## src/rtl/char_mem_scheduler.sv

```systemverilog
// char_mem_scheduler
//   Owns the shared serial write/address bus of the 36-glyph character
//   memory array. VGA scanout lookups take the bus whenever video_active is
//   high. Host glyph uploads are serialised into 16 single-bit writes during
//   blanking. An upload pauses under active video and resumes from the same
//   bit. All mem_* outputs are registered, so they have one cycle of latency.
//
//   Optional build macro: CHAR_MEM_WR_VERIFY_EN
//     When defined, each upload is followed by a readback pass. That pass
//     compares mem_rdata[wr_char] against the uploaded pattern and sets the
//     sticky verify_err flag on any mismatch. When undefined, wr_char and
//     mem_rdata are ignored and verify_err is tied to 0.
//
//   Ports
//     clock, rst            rising-edge clock, async active-high reset
//     video_active          scanout owns the bus this cycle
//     rd_x, rd_y            scanout column/row within the glyph
//     wr_valid, wr_ready    upload handshake (wr_ready is combinational)
//     wr_pattern, wr_char   glyph bits (bit = y*4+x) and glyph index
//     mem_write/x/y/data    registered array write/address bus
//     mem_rdata             array read data, one bit per glyph
//     busy, wr_done         upload in progress / one-cycle completion pulse
//     verify_err            sticky readback mismatch flag
module char_mem_scheduler #(
  parameter int GLYPH_W = 4,
  parameter int GLYPH_H = 4,
  parameter int NCHAR   = 36
) (
  input  logic             clock,
  input  logic             rst,
  input  logic             video_active,
  input  logic [1:0]       rd_x,
  input  logic [2:0]       rd_y,
  input  logic             wr_valid,
  output logic             wr_ready,
  input  logic [15:0]      wr_pattern,
  input  logic [5:0]       wr_char,
  output logic             mem_write,
  output logic [1:0]       mem_x,
  output logic [2:0]       mem_y,
  output logic             mem_data,
  input  logic [NCHAR-1:0] mem_rdata,
  output logic             busy,
  output logic             wr_done,
  output logic             verify_err
);

  localparam logic [3:0] LAST_IDX = 4'(GLYPH_W * GLYPH_H - 1);

`ifdef CHAR_MEM_WR_VERIFY_EN
  typedef enum logic [1:0] {IDLE, WRITE, VERIFY} state_t;
  localparam logic [5:0] NCHAR_IDX = 6'(NCHAR);
`else
  typedef enum logic [1:0] {IDLE, WRITE} state_t;
`endif

  state_t      state, state_d;
  logic [3:0]  idx, idx_d;
  logic [15:0] pat, pat_d;
  logic        fin_q, fin_d;
  logic        write_d, data_d, busy_d, done_d;
  logic [1:0]  x_d;
  logic [2:0]  y_d;
  logic        accept;

`ifdef CHAR_MEM_WR_VERIFY_EN
  logic [5:0]  char_q, char_d;
  logic        cmp_q, cmp_d;
  logic        exp_q, exp_d;
  logic        err_d;
`else
  logic        unused_inputs;
  assign unused_inputs = ^{wr_char, mem_rdata};
  assign verify_err    = 1'b0;
`endif

  assign wr_ready = (state == IDLE) && !video_active && !rst;
  assign accept   = wr_valid && wr_ready;

  always_comb begin
    state_d = state;
    idx_d   = idx;
    pat_d   = pat;
    fin_d   = 1'b0;
    write_d = 1'b0;
    x_d     = mem_x;
    y_d     = mem_y;
    data_d  = mem_data;
    busy_d  = busy;
    // wr_done trails the final bus cycle by one, in line with the array read latency
    done_d  = fin_q;
`ifdef CHAR_MEM_WR_VERIFY_EN
    char_d  = char_q;
    cmp_d   = 1'b0;
    exp_d   = exp_q;
    err_d   = verify_err;
`endif

    if (video_active) begin
      x_d = rd_x;
      y_d = rd_y;
    end

    case (state)
      IDLE: begin
        if (accept) begin
          pat_d   = wr_pattern;
          idx_d   = '0;
          busy_d  = 1'b1;
          state_d = WRITE;
`ifdef CHAR_MEM_WR_VERIFY_EN
          char_d  = wr_char;
          if (wr_char >= NCHAR_IDX) err_d = 1'b1;
`endif
        end
      end
      WRITE: begin
        if (!video_active) begin
          write_d = 1'b1;
          x_d     = idx[1:0];
          y_d     = {1'b0, idx[3:2]};
          data_d  = pat[idx];
          if (idx == LAST_IDX) begin
            idx_d   = '0;
`ifdef CHAR_MEM_WR_VERIFY_EN
            state_d = VERIFY;
`else
            state_d = IDLE;
            busy_d  = 1'b0;
            fin_d   = 1'b1;
`endif
          end else begin
            idx_d = idx + 4'd1;
          end
        end
      end
`ifdef CHAR_MEM_WR_VERIFY_EN
      VERIFY: begin
        if (!video_active) begin
          x_d   = idx[1:0];
          y_d   = {1'b0, idx[3:2]};
          cmp_d = 1'b1;
          exp_d = pat[idx];
          if (idx == LAST_IDX) begin
            idx_d   = '0;
            state_d = IDLE;
            busy_d  = 1'b0;
            fin_d   = 1'b1;
          end else begin
            idx_d = idx + 4'd1;
          end
        end
      end
`endif
      default: state_d = IDLE;
    endcase

`ifdef CHAR_MEM_WR_VERIFY_EN
    // mem_rdata reflects the address registered on the previous edge
    if (cmp_q && (char_q < NCHAR_IDX) && (mem_rdata[char_q] != exp_q)) err_d = 1'b1;
`endif
  end

  always_ff @(posedge clock or posedge rst) begin
    if (rst) begin
      state     <= IDLE;
      idx       <= '0;
      pat       <= '0;
      fin_q     <= 1'b0;
      mem_write <= 1'b0;
      mem_x     <= '0;
      mem_y     <= '0;
      mem_data  <= 1'b0;
      busy      <= 1'b0;
      wr_done   <= 1'b0;
    end else begin
      state     <= state_d;
      idx       <= idx_d;
      pat       <= pat_d;
      fin_q     <= fin_d;
      mem_write <= write_d;
      mem_x     <= x_d;
      mem_y     <= y_d;
      mem_data  <= data_d;
      busy      <= busy_d;
      wr_done   <= done_d;
    end
  end

`ifdef CHAR_MEM_WR_VERIFY_EN
  always_ff @(posedge clock or posedge rst) begin
    if (rst) begin
      char_q     <= '0;
      cmp_q      <= 1'b0;
      exp_q      <= 1'b0;
      verify_err <= 1'b0;
    end else begin
      char_q     <= char_d;
      cmp_q      <= cmp_d;
      exp_q      <= exp_d;
      verify_err <= err_d;
    end
  end
`endif

endmodule
```

## config.mk

```make
export PLATFORM = sky130hd
export DESIGN_NAME = char_mem_scheduler
export DESIGN_NICKNAME = d
export VERILOG_FILES = /design/src/rtl/char_mem_scheduler.sv
export SDC_FILE = /design/constraint.sdc
export NUM_CORES = 1
export LEC_CHECK = 0
export ABC_CLOCK_PERIOD_IN_PS = 4080
export BUFFER_PORTS_ARGS = -buffer_cell sky130_fd_sc_hd__buf_2
export CAP_MARGIN = 5
export CORE_UTILIZATION = 45
export DETAILED_ROUTE_END_ITERATION = 7
export GPL_ROUTABILITY_DRIVEN = 1
export PLACE_DENSITY_LB_ADDON = 0.05
export SLEW_MARGIN = 20
export SYNTH_ARGS = -nofsm -noshare
export SYNTH_HDL_FRONTEND = slang
export SYNTH_SLANG_ARGS = --single-unit
```

## constraint.sdc

```tcl
create_clock -name clock -period 4.08 [get_ports clock]
set_input_delay 0.204 -clock clock [delete_from_list [all_inputs] [get_ports clock]]
set_output_delay 0.204 -clock clock [all_outputs]
set_load 0.01 [all_outputs]
```

**Word-level counts from Yosys, hierarchy flattened**

Cells that the tools add are included.

- Flip-flop bits (word level): 32
- Output and inout port bits: 11
- Bits of input ports: 67
- Word-level logic and storage cells: 55

- Reductions and logical operators: 12
- Bitwise gates (word level): 1
- Mux-type cells: 25
- Order comparisons: 1
- $add $sub $neg: 1
- Equality and inequality tests: 5

Operators by type and width:

| cell | number |
|---|---|
| two-way mux 2 bit | 6 |
| two-way mux 4 bit | 3 |
| two-way mux 1 bit | 9 |
| two-way mux 3 bit | 3 |
| case mux 4 bit (2 select lines) | 1 |
| inequality test 2 bit (second input constant) | 3 |
| AND reduction 3 bit | 2 |
| < comparator 4 x 5 -> 1 bit (second input constant) | 1 |
| adder 4 x 1 -> 4 bit (second input constant) | 1 |
| binary-select mux 1 bit (select 4 bit) | 1 |
| equality test 4 bit (second input constant) | 1 |
| case mux 2 bit (2 select lines) | 1 |
| AND reduction 2 bit | 2 |
| AND reduction 4 bit | 1 |
| logical AND 1 bit | 3 |
| equality test 2 x 1 -> 1 bit (second input constant) | 1 |
| zero test 1 bit | 2 |
| zero test 2 bit | 1 |
| case mux 1 bit (2 select lines) | 1 |
| nonzero test 2 bit | 1 |
| inverter 1 bit | 1 |

**Longest topological paths before layout**

Gate-level depths: netlist (run 1).

- Word-level depth: 6
- Depth in mapped cells: 5
- Gate-level depth less buffers: 5

**Worst setup path before layout (run 1)**

Ideal clock, no wire load.

- Path kind: register -> register
- Start: register, netlist name busy
- End: register pat[0]
- Data arrival time: 1.338 ns
- Required time: 3.955 ns
- Setup slack: 2.617 ns
- Stages on the path, launching flop included: 5
- Period minus slack after synthesis: 1.463 ns
- Buffers on the path: 2
- Setup time: 0.125 ns
- Cells stage by stage: dfrtp_1 -> nor4b_2 -> buf_4 -> buf_6 -> mux2_2

RTL lines:

| what | RTL line | text |
|---|---|---|
| end signal: assignment | 179 | `pat <= pat_d;` |
| end: declaration | 59 | `logic [15:0] pat, pat_d;` |

==> results of run 1 <==
==> cells by family after synthesis <==
logic type      count (synthesis)
mux                            25
compound gates                 15
other cells                     1
simple gates                   25
flops                          30
buf+inv                        12
fa+ha+maj                       1
==> layer usage <==
metal	GRT usage	wire length, µm	up-vias
li1	-	-	449
met1	0.209	1090	459
met2	0.276	1130	25
met3	0.0469	93	8
met4	0.0918	54	0
met5	0	0	-
==> critical path, delay by kind of cell, from the launching register on <==
family	cells	cell delay [ns]
AND/OR/NAND/NOR	1	0.73
buffers and inverters	1	0.24
flip-flops	1	0.56
multiplexers	1	0.34
==> per-stage QoR <==
step	util	power, mW
floorplan	-	0.807
global placement	0.539	0.860
detailed placement	0.539	0.873
CTS	0.555	1.03
global route	0.559	1.10
finish	0.559	1.02
==> cells in the final DEF, fill, tap and decap left out, types with 2 or more instances in the layout <==
| master | instances |
|---|---|
| buf_2 | 34 |
| dfrtp_1 | 30 |
| mux2_2 | 16 |
| nand2_1 | 9 |
| o21ai_0 | 8 |
| mux2i_1 | 5 |
| nor2_1 | 5 |
| clkbuf_4 | 5 |
| nand3_1 | 4 |
| a22o_1 | 3 |
| mux4_1 | 2 |
| inv_2 | 2 |
| clkbuf_1 | 2 |
==> flip-flops by register name, summed over array words and instances (netlist names) <==
register   cells
mem_y          3
busy           1
mem_data       1
done_d         1
mem_x          2
mem_write      1
wr_done        1
idx            4
pat           16
==> cell type report <==
cell class | count | area, µm² | area share
flip-flops and latches | 30 | 751 | 0.471
multi-input cells | 67 | 567 | 0.356
repair buffers | 35 | 181 | 0.114
clock buffers | 7 | 45.0 | 0.0283
well taps | 31 | 38.8 | 0.0243
inverters | 3 | 11.3 | 0.00706
==> power groups by stage <==
stage          combinational, mW  sequential [mW]  clock [mW]
2_1_floorplan              0.322            0.485           0
3_3_place_gp               0.324            0.536           0
3_5_place_dp               0.331            0.542           0
4_1_cts                    0.333            0.536       0.165
5_1_grt                    0.370            0.557       0.174
6_report                   0.330            0.532       0.158
==> path summary, 6_finish.rpt <==
check / cells past startpoint / slack, ns / to
setup / recovery: 3 / 2.10 / pat[9]$_DFFE_PP0P_
hold / removal: 2 / -0.02 / idx[2]$_DFFE_PP0P_
setup reg to reg: 3 / 2.10 / pat[9]$_DFFE_PP0P_
hold reg to reg: 0 / 0.36 / wr_done$_DFF_PP0_
max in group asynchronous: 2 / 3.68 / mem_x[1]$_DFF_PP0_
min in group clock: 3 / 0.10 / mem_x[0]$_DFF_PP0_
==> results.yml, run 1 <==
outcome:
  status: "finished with violations"
  violations: "design-rule violations, negative hold slack"
run:
  maxCapViolations: 0
power:
  total_leakage_power_nw: 0.776
  p_sw_frac: 0.323
  pwr-share-comb: 0.324
  p_sw_mw: 0.329
  clkPwrFrac: 0.155
  p_int_mw: 0.691
  seqPwrFrac: 0.521
  powerDensity_mw_per_mm2: 640
  peakVddDrop_uv: 288
synth:
  synthMuxAreaShare: 0.229
  synth-edff-count: 0
  synth_area_leaders: "dfrtp_1 (54%), mux2_2 (13%), mux4_1 (3.8%), mux2i_1 (3.6%), buf_6 (3.2%)"
  yosys-top-cells-count: "dfrtp_1 (30), mux2_2 (16), nand2_1 (9)"
  synth_fa_ha_area_frac: 0.00896
  yosys.area.top_type: "dfrtp_1"
  syn_avg_cell_area_um2: 12.8
  ys_warn_count: 0
  ys_ff_latch: 30
  syn_area_mm2: 0.00140
  yosysTopAreaCellShare: 0.538
  synth_compound_area_frac: 0.0672
  yosysUniqueCellTypes: 30
  netlist_instances: 109
  synth-main-ff-cell: "dfrtp_1"
  yosysMostFrequentCell: "dfrtp_1"
  synth_top_family_by_area: "multiplexers"
  async_flop_share: 1.00
  seq_area_frac_synth: 0.538
  synth_xor_area_frac: 0
  syn_nets: 177
  synthSimpleGateAreaFrac: 0.0914
clock_network:
  post_cts_buffers: 0
  clkSinkCount: 30
  htreeDepth: 2
  path_clk_slew_ns: 0.09
  cts_resized: 0
  clock_latency_ns: 0.32
  cts_tree: "built"
  cts_buffers: 5
  holdBufCountCts: 0
  root_buffer: "clkbuf_4"
  clock_path_buffers: 2
global_routing:
  first_global_vias: 962
  grt_max_degree: 31
  grt_pass1_wl_um: 4170
  track_usage: 0.171
  grt_overflow: 0
  antenna_found_initial: 0
setup_path:
  critPathArrivalTime_ns: 2.19
  crit_start: "busy$_DFFE_PP0P_"
  slowest_stage: "nor4b_4"
  worstSetupPathType: "flop to flop"
  cp-end-kind: "flop"
  slowest_delay_ns: 0.73
  timing.rr.start: "busy$_DFFE_PP0P_"
  path_max_fanout: 13
  worstPathRequired_ns: 4.29
  setup.worst_path.start_class: "flop"
  crit_chain: "nor4b_4, buf_6, mux2_2"
cells_and_area:
  drive_above_1_share: 0.430
  antennaDiodeCount: 0
  areaGrowthSynthToFinish_pct: 14.2
  fillCellCount: 242
  layout.nets: 210
  finalNonFillerCells: 173
  final_cell_area_mm2: 0.00159
detailed_routing:
  wl_per_cell_um: 13.7
  num_vias: 941
  drt-total-wl_um: 2370
  route.detailed.drc: 2
  ant_nets: 0
  viasPerCell: 5.44
  drt_iter0_drc: 35
  dr.pass1.iters: 6
sta:
  rsz0062_at_grt: "no"
  period_share: 0.486
  hold_viol_final: 26
  slew_headroom: 0.540
  timing.hold.ws_ns: -0.0168
  fin_skew_ns: 0.0105
  setup-violations-final: 0
  final.setup.tns_ns: 0
  slew_violations: 0
  min_period_ns: 1.98
  fmax_ghz: 0.505
  layout_setup_ws_ns: 2.10
  worstMarginPinSlew_ns: 0.687
placed_design:
  port_buffers: 34
  gp_congestion: 0.751
  post-dp-hpwl_um: 1580
  place_area_mm2: 0.00154
  dp_cells: 165
  dpl_worst_slack_ns: 1.83
die:
  io_pins: 78
  start_util: 0.489
  dieArea_mm2: 0.00333
  dieHeight_um: 57.7
  placeableCoreArea_mm2: 0.00285
  die-width_um: 57.7
  fp-row-count: 19
min_path:
  hold_class: "input pin to async pin"
Power figures use the tool's default switching activity.
==> run 2, diff against run 1 <==
Settings changed: ABC_CLOCK_PERIOD_IN_PS 4080 to 1800, CORE_UTILIZATION 45 to 39.
Clock period 4.08 ns to 1.8 ns, I/O delays scaled along.
==> run 2 against run 1 <==
  * The flow now finishes without violations
  * Clock skew increased by 0.0048 ns
  * Fmax increased by 30%
  * Clock-buffer cell count unchanged
  * Register-to-register slack got worse by 1.8 ns
  * Sequential power increased by 120%
  * Clock power increased to 2.6 times the previous value
  * Sequential cell count unchanged
  * Cell area increased by 17%
  * Setup slack got worse by 1.8 ns
  * Die area increased by 15%
  * Largest cell class unchanged
  * Largest power group unchanged
==> results.yml, run 2 (synthesis results as in run 1) <==
sta:
  timing.hold.ws_ns: 0.0223
  fmax_ghz: 0.656
  rsz0062_at_grt: "no"
  setup-violations-final: 0
  min_period_ns: 1.52
  slew_violations: 0
  period_share: 0.846
  layout_setup_ws_ns: 0.277
  final.setup.tns_ns: 0
  fin_skew_ns: 0.0153
  hold_viol_final: 0
setup_path:
  slowest_delay_ns: 0.52
  crit_chain: "buf_4, ha_1, nand3_1, nor3b_1, nor2_1"
  cp-end-kind: "flop"
  worstSetupPathType: "flop to flop"
  critPathBufInv: 1
  slowest_stage: "dfrtp_1"
  cpLargestDelayFamily: "flip-flops"
  path_max_fanout: 6
  critPathArrivalTime_ns: 1.74
  worstPathRequired_ns: 2.02
  setup.worst_path.start_class: "flop"
detailed_routing:
  drt_iter0_drc: 33
  wl_per_cell_um: 13.1
  route.detailed.drc: 0
  ant_nets: 0
  num_vias: 1038
  viasPerCell: 4.83
  dr.pass1.iters: 4
  drt-total-wl_um: 2810
die:
  dieArea_mm2: 0.00382
  placeableCoreArea_mm2: 0.00339
  fp-row-count: 21
  dieHeight_um: 61.8
  start_util: 0.412
  die-width_um: 61.8
  io_pins: 78
cells_and_area:
  layout.nets: 236
  final_cell_mix: "buf_2 (34), dfrtp_1 (30), dlygate4sd3_1 (21)"
  mostFrequentLayoutCell: "buf_2"
  largest_register: "pat"
  fillCellCount: 312
  drive_above_1_share: 0.396
  antennaDiodeCount: 0
  top_regs: "pat: 16 flops, idx: 4 flops, mem_y: 3 flops"
  largest_reg_flops: 16
  areaGrowthSynthToFinish_pct: 34.1
placed_design:
  gp_congestion: 0.771
  post-dp-hpwl_um: 1850
  dpl_worst_slack_ns: 0.276
  port_buffers: 34
clock_network:
  cts_resized: 0
  htreeDepth: 2
  clkSinkCount: 30
  root_buffer: "clkbuf_4"
  path_clk_slew_ns: 0.09
  post_cts_buffers: 0
  clock_path_buffers: 2
  clock_latency_ns: 0.33
  cts_tree: "built"
  cts_buffers: 5
global_routing:
  grt_pass1_wl_um: 4670
  first_global_vias: 1075
  track_usage: 0.173
  grt_overflow: 0
  antenna_found_initial: 0
  grt_max_degree: 22
power:
  pwr-share-comb: 0.366
  clkPwrFrac: 0.167
  seqPwrFrac: 0.468
  p_sw_mw: 0.788
  powerDensity_mw_per_mm2: 1320
  peakVddDrop_uv: 505
  power_mw: 2.47
  total_leakage_power_nw: 0.898
  p_sw_frac: 0.319
  p_int_mw: 1.68
run:
  maxCapViolations: 0
outcome:
  status: "finished, final reports clean"
min_path:
  hold_class: "input pin to flop"
==> run 2: changes by cell type in the layout (fill, tap and decap cells not counted) <==
cell           delta
clkinv_2          +1
inv_2             -1
inv_1             +1
buf_4             +6
buf_6             -1
clkbuf_8          +1
clkbuf_1          -1
dlygate4sd3_1    +21
==> run 2: what timing repair did <==
item | CTS | global route
endpoints found under the setup margin | 0 | 0
hold buffers | 21 | 0
hold endpoints to repair | 29 | 0
==> run 2: path summary, 6_finish.rpt <==
kind	depth (start not counted)	startpoint	to	slack (ns)
min in group asynchronous	3	rst	mem_y[2]$_DFF_PP0_	0.31
min	2	wr_pattern[6]	pat[6]$_DFFE_PP0P_	0.02
max in group asynchronous	4	rst	pat[14]$_DFFE_PP0P_	0.88
min reg2reg	0	done_d$_DFF_PP0_	wr_done$_DFF_PP0_	0.36
max reg2reg	5	idx[0]$_DFFE_PP0P_	busy$_DFFE_PP0P_	0.28
max	5	idx[0]$_DFFE_PP0P_	busy$_DFFE_PP0P_	0.28
==> run 2: area by class of cell <==
type / count / area, µm² / area share
Multi-Input combinational cell: 67 / 567 / 0.303
Clock buffer: 7 / 55.1 / 0.0294
Clock inverter: 1 / 5.00 / 0.00267
Inverter: 3 / 11.3 / 0.00602
Sequential cell: 30 / 751 / 0.401
Tap cell: 46 / 57.6 / 0.0307
Timing Repair Buffer: 61 / 425 / 0.227
==> run 2: metal layers <==
layer  wire length (µm)  global-route usage  share of wire
met3                148              0.0621          0.053
met5                  0                   0              0
met1               1210               0.198           0.43
met2               1410               0.296           0.50
met4                 42              0.0698          0.015
==> run 2: metrics by stage <==
stage / std cells / util / cell area (µm²)
final: 215 / 0.552 / 1870
after CTS: 215 / 0.552 / 1870
after detailed placement: 186 / 0.472 / 1600
after global placement: 186 / 0.472 / 1600
after global routing: 215 / 0.552 / 1870
after floorplan: 109 / - / 1400
==> run 2: power groups by stage <==
stage | logic [mW] | registers (mW) | clock network (mW)
4_1_cts | 0.915 | 1.16 | 0.426
3_5_place_dp | 0.874 | 1.18 | 0
6_report | 0.904 | 1.16 | 0.412
2_1_floorplan | 0.730 | 1.10 | 0
3_3_place_gp | 0.856 | 1.16 | 0
5_1_grt | 1.01 | 1.20 | 0.454
==> run 3, diff against run 2 <==
Settings changed: ABC_CLOCK_PERIOD_IN_PS 1800 to 1200.
Clock period 1.8 ns to 1.2 ns, I/O delays scaled along.
==> run 3 against run 2 <==
  * The run now ends with negative setup slack left
  * Clock-buffer cell count did not move
  * Utilization is 10 points higher
  * Die area is the same
  * Cell area rose by 18%
  * Critical path depth is 1 lower
  * Highest routed layer unchanged
==> results.yml, run 3 (synthesis results as in run 1) <==
setup_path:
  worstSetupPathType: "flop to flop"
  worstPathRequired_ns: 1.42
  crit_chain: "nor4b_4, buf_6, clkbuf_16, mux2_4"
  slowest_delay_ns: 0.42
  cp-end-kind: "flop"
  slowest_stage: "dfrtp_1"
  setup.worst_path.start_class: "flop"
  path_max_fanout: 4
  critPathArrivalTime_ns: 1.66
detailed_routing:
  drt-total-wl_um: 3370
  route.detailed.drc: 0
  drt_iter0_drc: 23
  viasPerCell: 4.68
  wl_per_cell_um: 14.4
  ant_nets: 0
  dr.pass1.iters: 4
  num_vias: 1096
die:
  io_pins: 78
  placeableCoreArea_mm2: 0.00339
  fp-row-count: 21
  dieArea_mm2: 0.00382
  dieHeight_um: 61.8
  die-width_um: 61.8
  start_util: 0.412
clock_network:
  root_buffer: "clkbuf_4"
  clock_path_buffers: 2
  path_clk_slew_ns: 0.09
  clkSinkCount: 30
  cts_tree: "built"
  clock_latency_ns: 0.34
  cts_buffers: 5
  htreeDepth: 2
cells_and_area:
  final_cell_area_mm2: 0.00222
  mostFrequentLayoutCell: "buf_2"
  largest_register: "pat"
  antennaDiodeCount: 0
  areaGrowthSynthToFinish_pct: 58.8
  top_regs: "pat: 16 flops, idx: 4 flops, mem_y: 3 flops"
  final_cell_mix: "buf_2 (33), dfrtp_1 (28), dlygate4sd3_1 (22)"
  finalNonFillerCells: 234
  drive_above_1_share: 0.521
  layout.nets: 255
  largest_reg_flops: 16
power:
  seqPwrFrac: 0.395
  p_sw_mw: 1.40
  pwr-share-comb: 0.461
  p_int_mw: 3.03
  clkPwrFrac: 0.144
  powerDensity_mw_per_mm2: 2000
  total_leakage_power_nw: 1.07
  p_sw_frac: 0.316
  peakVddDrop_uv: 1180
outcome:
  status: "finished with violations"
  violations: "negative setup slack"
placed_design:
  place_area_mm2: 0.00170
  post-dp-hpwl_um: 1990
  port_buffers: 34
  gp_congestion: 0.740
  dp_cells: 195
sta:
  fin_skew_ns: 0.0142
  min_period_ns: 1.44
  hold_viol_final: 0
  fmax_ghz: 0.697
  setup-violations-final: 23
  slew_violations: 0
  rsz0062_at_grt: "yes"
  period_share: 1.20
  layout_setup_ws_ns: -0.235
global_routing:
  track_usage: 0.176
  first_global_vias: 1027
  grt_overflow: 0
  grt_pass1_wl_um: 4560
  grt_max_degree: 20
  antenna_found_initial: 0
run:
  maxCapViolations: 0
min_path:
  hold_class: "input pin to flop"
run 3: worst max-delay path, delay by kind of cell (launching register included):
kind                   cells  cell delay, ns
buffers and inverters      2            0.34
AND/OR/NAND/NOR            1            0.27
multiplexers               1            0.30
flip-flops                 1            0.42
run 3: final timing paths:
path,start,endpoint,slack [ns],depth (start not counted)
setup / recovery,busy$_DFFE_PP0P_,pat[0]$_DFFE_PP0P_,-0.24,4
hold / removal,video_active,done_d$_DFF_PP0_,0.17,3
setup reg to reg,busy$_DFFE_PP0P_,pat[0]$_DFFE_PP0P_,-0.24,4
hold reg to reg,done_d$_DFF_PP0_,wr_done$_DFF_PP0_,0.35,0
max in group asynchronous,rst,idx[1]$_DFFE_PP0P_,0.64,4
min in group asynchronous,rst,idx[2]$_DFFE_PP0P_,0.35,4
run 3: power groups by stage:
stage	registers, mW	logic (mW)	clock network, mW
final	1.75	2.04	0.637
after global routing	1.80	2.22	0.706
after CTS	1.74	1.80	0.656
after detailed placement	1.74	1.62	0
after global placement	1.74	1.57	0
after floorplan	1.66	1.19	0
run 3: per-layer routing:
layer / vias to the layer above / wire length [µm] / GRT usage
li1: 536 / - / -
met1: 527 / 1450 / 0.201
met2: 29 / 1730 / 0.292
met3: 4 / 115 / 0.0621
met4: 0 / 74 / 0.0889
met5: - / 0 / 0
run 3: metrics by stage:
stage | setup WS [ns] | utilization | TNS [ns] | hold WS [ns] | power [mW]
3_5_place_dp | -0.292 | 0.503 | -4.47 | 0.150 | 3.36
6_report | -0.235 | 0.654 | -4.49 | 0.173 | 4.43
5_1_grt | -0.264 | 0.654 | -5.41 | 0.174 | 4.73
4_1_cts | -0.241 | 0.601 | -4.36 | 0.125 | 4.20
2_1_floorplan | -0.228 | - | -3.09 | 0.143 | 2.85
3_3_place_gp | -0.194 | 0.503 | -3.53 | 0.136 | 3.31
run 3: final cells by class:
class	instances	area, µm²
Tap cell	46	57.6
Fill cell	271	1170
Sequential cell	30	753
Timing Repair Buffer	80	651
Clock buffer	7	55.1
Clock inverter	1	5.00
Multi-Input combinational cell	67	684
Inverter	3	11.3
run 3: timing repair:
| item | 4_1_cts | 5_1_grt |
|---|---|---|
| buffers inserted | 1 | 5 |
| endpoints found under the hold margin | 51 | 0 |
| endpoints found under the setup margin | 24 | 24 |
| gates cloned | 0 | 3 |
| hold buffers | 22 | 0 |
| pin swaps | 3 | 3 |
| gates resized for setup | 11 | 22 |
